**config.mk**
```make
export PLATFORM = sky130hd
export DESIGN_NAME = ps2_packet_rx
export DESIGN_NICKNAME = d
export VERILOG_FILES = /design/src/rtl/ps2_defs.sv /design/src/rtl/ps2_frame_rx.sv /design/src/rtl/ps2_packet_rx.sv
export SDC_FILE = /design/constraint.sdc
export NUM_CORES = 1
export LEC_CHECK = 0
export CORE_MARGIN = 2
export CORE_UTILIZATION = 61
export CTS_CLUSTER_SIZE = 40
export DETAILED_ROUTE_END_ITERATION = 8
export PLACE_DENSITY = 0.84
export SLEW_MARGIN = 10
export SYNTH_ARGS = -nofsm -noshare
export SYNTH_HDL_FRONTEND = slang
export SYNTH_SLANG_ARGS = --single-unit
```
**constraint.sdc**
```tcl
create_clock -name clk -period 4.9 [get_ports clk]
set_input_delay 0.735 -clock clk [delete_from_list [all_inputs] [get_ports clk]]
set_output_delay 0.735 -clock clk [all_outputs]
set_load 0.02 [all_outputs]
```
**src/rtl/ps2_defs.sv**
```systemverilog
`default_nettype none
// ============================================================================
//  Module      : ps2_defs (package)
//  Description : Shared constants for the PS/2 mouse receiver: frame size,
//                movement-packet byte-0 bit positions, and FSM encodings.
//  Revision    : 1.0 - initial release
// ============================================================================
package ps2_defs;

    // Start + 8 data + parity + stop
    localparam int FRAME_BITS = 11;

    // Byte-0 bit positions of a standard 3-byte movement packet
    localparam int SYNC_BIT = 3;
    localparam int XSIGN    = 4;
    localparam int YSIGN    = 5;
    localparam int XOVF     = 6;
    localparam int YOVF     = 7;
    localparam int BTN_LSB  = 0;

    // Frame deframer states
    localparam logic [1:0] FRM_IDLE   = 2'd0;
    localparam logic [1:0] FRM_DATA   = 2'd1;
    localparam logic [1:0] FRM_PARITY = 2'd2;
    localparam logic [1:0] FRM_STOP   = 2'd3;

    // Packet assembler states
    localparam logic [1:0] PKT_B0 = 2'd0;
    localparam logic [1:0] PKT_B1 = 2'd1;
    localparam logic [1:0] PKT_B2 = 2'd2;

endpackage
`default_nettype wire

```
**src/rtl/ps2_frame_rx.sv**
```systemverilog
`default_nettype none
// ============================================================================
//  Module      : ps2_frame_rx
//  Description : Synchronizes and filters the raw PS/2 lines, detects falling
//                edges of the filtered clock and deframes 11-bit
//                device-to-host frames into bytes.
//  Revision    : 1.0 - initial release
// ============================================================================
module ps2_frame_rx
    import ps2_defs::*;
#(
    parameter int FILTER_LEN = 8
) (
    input  logic       clk,
    input  logic       rst_n,
    input  logic       i_ps2_clk,
    input  logic       i_ps2_data,
    input  logic       i_abort,
    output logic       o_fall,
    output logic       o_idle,
    output logic       o_byte_valid,
    output logic [7:0] o_byte,
    output logic       o_err
);

    localparam int c_cnt_w     = (FILTER_LEN > 1) ? $clog2(FILTER_LEN) : 1;
    localparam int c_data_bits = FRAME_BITS - 3;

    logic               r_clk_meta;
    logic               r_clk_sync;
    logic               r_data_meta;
    logic               r_data_sync;
    logic [c_cnt_w-1:0] r_filt_cnt;
    logic               r_filt_clk;
    logic               r_fall;
    logic [1:0]         r_state;
    logic [1:0]         w_next;
    logic [7:0]         r_shift;
    logic [2:0]         r_bit_cnt;
    logic               r_par_ok;

    // Two-flop synchronizers; idle bus level is high
    always_ff @(posedge clk) begin
        if (!rst_n) begin
            r_clk_meta  <= 1'b1;
            r_clk_sync  <= 1'b1;
            r_data_meta <= 1'b1;
            r_data_sync <= 1'b1;
        end else begin
            r_clk_meta  <= i_ps2_clk;
            r_clk_sync  <= r_clk_meta;
            r_data_meta <= i_ps2_data;
            r_data_sync <= r_data_meta;
        end
    end

    // Clock filter: flip only after FILTER_LEN consecutive differing samples
    always_ff @(posedge clk) begin
        if (!rst_n) begin
            r_filt_clk <= 1'b1;
            r_filt_cnt <= '0;
            r_fall     <= 1'b0;
        end else begin
            r_fall <= 1'b0;
            if (r_clk_sync == r_filt_clk) begin
                r_filt_cnt <= '0;
            end else if (r_filt_cnt == c_cnt_w'(FILTER_LEN - 1)) begin
                r_filt_clk <= r_clk_sync;
                r_filt_cnt <= '0;
                // Filtered clock currently high and about to go low
                r_fall     <= r_filt_clk;
            end else begin
                r_filt_cnt <= r_filt_cnt + 1'b1;
            end
        end
    end

    // Frame state register
    always_ff @(posedge clk) begin
        if (!rst_n) begin
            r_state <= FRM_IDLE;
        end else begin
            r_state <= w_next;
        end
    end

    // Frame next-state logic; an abort forces the deframer back to idle
    always_comb begin
        w_next = r_state;
        if (i_abort) begin
            w_next = FRM_IDLE;
        end else if (r_fall) begin
            case (r_state)
                FRM_IDLE:   if (!r_data_sync) w_next = FRM_DATA;
                FRM_DATA:   if (r_bit_cnt == 3'(c_data_bits - 1)) w_next = FRM_PARITY;
                FRM_PARITY: w_next = FRM_STOP;
                FRM_STOP:   w_next = FRM_IDLE;
                default:    w_next = FRM_IDLE;
            endcase
        end
    end

    // Frame outputs: byte or error is reported on the fall that samples it
    always_comb begin
        o_byte_valid = 1'b0;
        o_err        = 1'b0;
        if (r_fall && !i_abort) begin
            case (r_state)
                FRM_IDLE: o_err = r_data_sync;
                FRM_STOP: begin
                    if (r_data_sync && r_par_ok) o_byte_valid = 1'b1;
                    else                         o_err        = 1'b1;
                end
                default: ;
            endcase
        end
    end

    // Shift register, bit counter and odd-parity evaluation
    always_ff @(posedge clk) begin
        if (!rst_n) begin
            r_shift   <= '0;
            r_bit_cnt <= '0;
            r_par_ok  <= 1'b0;
        end else if (r_fall) begin
            case (r_state)
                FRM_IDLE: r_bit_cnt <= '0;
                FRM_DATA: begin
                    r_shift   <= {r_data_sync, r_shift[7:1]};
                    r_bit_cnt <= r_bit_cnt + 1'b1;
                end
                FRM_PARITY: r_par_ok <= ^{r_shift, r_data_sync};
                default: ;
            endcase
        end
    end

    assign o_fall = r_fall;
    assign o_idle = (r_state == FRM_IDLE);
    assign o_byte = r_shift;

endmodule
`default_nettype wire

```
**src/rtl/ps2_packet_rx.sv**
```systemverilog
`default_nettype none
// ============================================================================
//  Module      : ps2_packet_rx
//  Description : Host-side PS/2 mouse receiver. Assembles 3-byte movement
//                packets into 9-bit X/Y deltas, buttons and overflow flags,
//                with a one-cycle packet strobe and an error strobe.
//  Revision    : 1.0 - initial release
// ============================================================================
module ps2_packet_rx
    import ps2_defs::*;
#(
    parameter int FILTER_LEN     = 8,
    parameter int TIMEOUT_CYCLES = 20000
) (
    input  logic       clk,
    input  logic       rst_n,
    input  logic       ps2_clk,
    input  logic       ps2_data,
    output logic [8:0] x_axis,
    output logic [8:0] y_axis,
    output logic [2:0] buttons,
    output logic [1:0] overflow,
    output logic       pkt_valid,
    output logic       frame_err
);

    localparam int c_to_w = $clog2(TIMEOUT_CYCLES + 1);

    logic              w_fall;
    logic              w_frm_idle;
    logic              w_byte_valid;
    logic [7:0]        w_byte;
    logic              w_frm_err;
    logic              w_timeout;
    logic              w_to_active;
    logic [c_to_w-1:0] r_to_cnt;

    logic [1:0]        r_pkt_state;
    logic [1:0]        w_pkt_next;
    logic              w_take_b0;
    logic              w_take_b1;
    logic              w_pkt_done;
    logic              w_sync_err;

    logic [2:0]        r_btn;
    logic              r_xsign;
    logic              r_ysign;
    logic [1:0]        r_ovf;
    logic [7:0]        r_xlo;

    ps2_frame_rx #(
        .FILTER_LEN (FILTER_LEN)
    ) u_frame (
        .clk          (clk),
        .rst_n        (rst_n),
        .i_ps2_clk    (ps2_clk),
        .i_ps2_data   (ps2_data),
        .i_abort      (w_timeout),
        .o_fall       (w_fall),
        .o_idle       (w_frm_idle),
        .o_byte_valid (w_byte_valid),
        .o_byte       (w_byte),
        .o_err        (w_frm_err)
    );

    // Timeout runs only while a frame or packet is in progress; a fall wins
    assign w_to_active = !w_frm_idle || (r_pkt_state != PKT_B0);
    assign w_timeout   = w_to_active && !w_fall &&
                         (r_to_cnt == c_to_w'(TIMEOUT_CYCLES - 1));

    // Timeout counter: cleared by every fall, by idling, and on expiry
    always_ff @(posedge clk) begin
        if (!rst_n) begin
            r_to_cnt <= '0;
        end else if (w_fall || !w_to_active || w_timeout) begin
            r_to_cnt <= '0;
        end else begin
            r_to_cnt <= r_to_cnt + 1'b1;
        end
    end

    // Packet state register
    always_ff @(posedge clk) begin
        if (!rst_n) begin
            r_pkt_state <= PKT_B0;
        end else begin
            r_pkt_state <= w_pkt_next;
        end
    end

    // Packet next-state logic; any error resynchronizes to byte 0
    always_comb begin
        w_pkt_next = r_pkt_state;
        if (w_timeout || w_frm_err) begin
            w_pkt_next = PKT_B0;
        end else if (w_byte_valid) begin
            case (r_pkt_state)
                PKT_B0:  if (w_byte[SYNC_BIT]) w_pkt_next = PKT_B1;
                PKT_B1:  w_pkt_next = PKT_B2;
                PKT_B2:  w_pkt_next = PKT_B0;
                default: w_pkt_next = PKT_B0;
            endcase
        end
    end

    // Packet decode strobes
    always_comb begin
        w_take_b0  = w_byte_valid && (r_pkt_state == PKT_B0) && w_byte[SYNC_BIT];
        w_sync_err = w_byte_valid && (r_pkt_state == PKT_B0) && !w_byte[SYNC_BIT];
        w_take_b1  = w_byte_valid && (r_pkt_state == PKT_B1);
        w_pkt_done = w_byte_valid && (r_pkt_state == PKT_B2);
    end

    // Partial-packet holding registers
    always_ff @(posedge clk) begin
        if (!rst_n) begin
            r_btn   <= '0;
            r_xsign <= 1'b0;
            r_ysign <= 1'b0;
            r_ovf   <= '0;
            r_xlo   <= '0;
        end else begin
            if (w_take_b0) begin
                r_btn   <= w_byte[BTN_LSB +: 3];
                r_xsign <= w_byte[XSIGN];
                r_ysign <= w_byte[YSIGN];
                r_ovf   <= {w_byte[YOVF], w_byte[XOVF]};
            end
            if (w_take_b1) begin
                r_xlo <= w_byte;
            end
        end
    end

    // Output registers: updated together only when a packet completes
    always_ff @(posedge clk) begin
        if (!rst_n) begin
            x_axis    <= '0;
            y_axis    <= '0;
            buttons   <= '0;
            overflow  <= '0;
            pkt_valid <= 1'b0;
            frame_err <= 1'b0;
        end else begin
            pkt_valid <= w_pkt_done;
            frame_err <= w_frm_err || w_sync_err || w_timeout;
            if (w_pkt_done) begin
                x_axis   <= {r_xsign, r_xlo};
                y_axis   <= {r_ysign, w_byte};
                buttons  <= r_btn;
                overflow <= r_ovf;
            end
        end
    end

endmodule
`default_nettype wire

```
==> out/metrics.csv <==
stage;metric;value;unit
cells_and_area;most frequent cells in the layout;dfxtp_1 (80), nand2_1 (72), clkdlybuf4s50_1 (28);
logic_synthesis;Synthesized Nets;366;
hold_path;Hold Crit Class;reg2reg;
cts;clk root buf;clkbuf_8;
worst_setup_path;crit path launch;y_axis[2];
logic_synthesis;total number of yosys warnings;0;
die;Die Y;77.5;um
pwr;clock network power share;0.460;
cells_and_area;commonest non-fill, non-tap cell in the layout;dfxtp_1;
global_routing;Global Route met3 Usage;0.0523;
drt;Via Count;2327;
worst_setup_path;worst-path fanout max;2;
die;Rows;26;
logic_synthesis;Synth cell types;40;
pwr;Gate power share;0.014;
cts;CTS tree;done;
worst_setup_path;FF-to-FF Start;u_frame.r_state[1];
sta;Max-slew headroom;0.461;
drt;detail-routed via count per cell;5.16;
global_routing;vias in the first global route;2301;
worst_setup_path;crit path launch type;flop;
cells_and_area;antenna cells;0;
drt;TritonRoute pass-1 iters;4;
die;Die ar.;6000;um2
cts;clk sink count;80;
global_routing;grt total ovfl;0;
cells_and_area;area of the multi-input gates;1590;um2
die;initial core utilization;0.636;
sta;Final Hold Fails;0;
sta;Clock Skew;0.0109;ns
placement;pre-CTS setup slack;2.69;ns
cts;CTS buffer count;9;
pwr;Int Power;1010;uW
cts;post-cts resize count;0;
sta;unrepaired setup endpoints after global routing;no;
worst_setup_path;worst path buffer plus inverter count;1;
cts;setup repair bufs after CTS;0;
global_routing;initial antenna violation count;0;
cts;H-Tree Level Count;3;
status;outcome;finished, final reports clean;
drt;initial detailed-routing violation count;107;
logic_synthesis;sequential-to-total area share from yosys stat;0.487;
sta;min Tclk post-route;2.03;ns
global_routing;largest net degree at the start of global routing;63;
worst_setup_path;Worst path max stage delay;0.60;ns
global_routing;met1 Use GR;0.252;
drt;ANT nets after route;0;
global_routing;first-pass GRT wire length;10200;um
cts;Max clock buf depth;2;
cts;clk_lat worst skew;0.35;ns
sta;max-slew violation count;0;
pwr;NetSw;231;uW
cells_and_area;Final nets;391;
cells_and_area;FILL cells;382;
placement;Final GP Congestion;0.791;
worst_setup_path;crit path to;y_axis[2];
pwr;Seq pwr share;0.525;
cells_and_area;share of cells above drive strength 1;0.0472;
placement;Post-DP HPWL;3780;um
sta;Setup TNS;0;ns
global_routing;met2 GRT Util;0.365;
cells_and_area;Seq. cell area;1600;um2
drt;total wire length;5810;um
cts;cts hold-fix bufs;0;
die;core area;5170;um2
cells_and_area;Util after Layout;0.742;
worst_setup_path;Crit path required time;4.16;ns
cts;clock transition at the registers of the reported paths;0.08;ns
worst_setup_path;critical path depth;1;
pwr;VDD IR max;250;uV
worst_setup_path;Crit Reg-Reg Endpoint;r_ovf[0];
sta;slack of the critical path;2.87;ns
pwr;Pwr per Cell Area;324;nW/um2
worst_setup_path;Worst Reg-to-Reg Cells;5;
logic_synthesis;#FFs+latches synth;80;
pwr;leakage;0.00132;uW
sta;FMAX;492;MHz
worst_setup_path;worst path cell trace;clkdlybuf4s50_1;
logic_synthesis;Mapped Cells;352;
worst_setup_path;flop-to-flop setup slack;2.90;ns
logic_synthesis;mapped cell area;3290;um2
worst_setup_path;Worst Path Arrival;1.30;ns
sta;Slew @ Worst Pin;0.808;ns
die;Top Ports;29;
run;max cap viols;0;
worst_setup_path;Worst setup EP type;output port;
worst_setup_path;Slowest-stage cell, CP;clkdlybuf4s50_1;
sta;final worst path period share;0.414;
global_routing;Tot GR Track Use;0.215;
drt;Residual DRC;0;
die;Chip Width;77.5;um
pwr;switching share of power;0.186;
drt;WL/cell;12.9;um
logic_synthesis;Syn Area/Cell;9.35;um2
placement;# port buffers;28;
sta;Final setup viols;0;
global_routing;busiest grt layer;met2;
worst_setup_path;CP Class;reg2out;
worst_setup_path;CP top delay family;buffers and inverters;
cells_and_area;area growth from synthesis to layout;16.6;%
## power groups by stage
stage	registers, uW	logic, uW	clock network (uW)
2_1_floorplan	667	13.7	0
3_3_place_gp	668	17.6	0
3_5_place_dp	668	17.8	0
4_1_cts	652	18.0	581
5_1_grt	653	19.3	606
6_report	653	17.7	572
## state kept, by name, indices dropped and copies added (netlist names), 2 cells and up
signal / cells
r_to_cnt: 15
u_frame.r_bit_cnt: 3
overflow: 2
r_xlo: 8
buttons: 3
u_frame.r_filt_cnt: 3
r_btn: 3
u_frame.r_state: 2
y_axis: 9
x_axis: 9
u_frame.o_byte: 8
r_ovf: 2
r_pkt_state: 2
## worst min path at each step
stage / start / to / slack (ns) / cells after the start
after floorplan: u_frame.r_clk_meta / u_frame.r_clk_sync / 0.39 / 1
after detailed placement: u_frame.r_data_meta / u_frame.r_data_sync / 0.40 / 1
after global placement: u_frame.r_data_meta / u_frame.r_data_sync / 0.39 / 1
after global routing: u_frame.r_data_meta / u_frame.r_data_sync / 0.43 / 1
final: u_frame.r_data_meta / u_frame.r_data_sync / 0.41 / 1
after CTS: u_frame.r_data_meta / u_frame.r_data_sync / 0.42 / 1
## routing by layer
layer  vias up  routed length (um)
li1       1219                   -
met1      1066                2750
met2        30                2790
met3        12                 152
met4         0                 114
met5         -                   0
## area by class of cell
cell class,count,share of cell area
clock buffer,12,0.0378
clock inverter,3,0.0235
inverter,7,0.00684
multi-input combinational,248,0.413
sequential,80,0.417
tap,70,0.0228
timing repair buffer,31,0.0789
## synth_stat cells (all sizes together)
library cell / instances / area share
ha: 10 / 0.038
nand4b: 1 / 0.0027
a211oi: 1 / 0.0023
xnor3: 1 / 0.0068
a22oi: 2 / 0.0046
and2: 6 / 0.011
nand4: 4 / 0.012
a21boi: 32 / 0.073
a21oi: 3 / 0.0046
o21a: 1 / 0.0023
and3: 1 / 0.0019
or4b: 1 / 0.0030
clkbuf: 9 / 0.010
nor4: 4 / 0.0076
nor4bb: 1 / 0.0030
mux2i: 17 / 0.052
nand3: 6 / 0.0091
nor2: 20 / 0.023
nor2b: 19 / 0.036
inv: 7 / 0.0080
dfxtp: 80 / 0.49
or3b: 1 / 0.0027
nand2: 72 / 0.082
o41ai: 1 / 0.0027
xor2: 3 / 0.0080
and4b: 2 / 0.0061
nor3: 6 / 0.0091
buf: 8 / 0.014
nor3b: 3 / 0.0084
o211ai: 2 / 0.0046
nand2b: 5 / 0.0095
nand3b: 2 / 0.0046
a21o: 1 / 0.0023
xnor2: 16 / 0.043
o21ai: 4 / 0.0061
## cell families (layout without fill, tap and decap cells)
| family | count (synthesis) | in the layout | synth area share |
|---|---|---|---|
| and+or+nand+nor | 154 | 154 | 0.232 |
| DFF | 80 | 80 | 0.487 |
| AOI/OAI and AO/OA | 47 | 47 | 0.102 |
| buffers and inverters | 24 | 53 | 0.0319 |
| xor gates and xnor gates | 20 | 20 | 0.0574 |
| muxes | 17 | 17 | 0.0517 |
| adders and majority gates | 10 | 10 | 0.0380 |
## through the flow
stage               area (um2)  power [uW]  cells  hold WS [ns]
floorplan                 3290         681    352         0.386
finish                    3840        1240    451         0.415
CTS                       3840        1250    451         0.419
global route              3840        1280    451         0.434
detailed placement        3600         686    436         0.396
global placement          3600         685    436         0.392
Note: power is estimated with default switching activity, not from simulation.
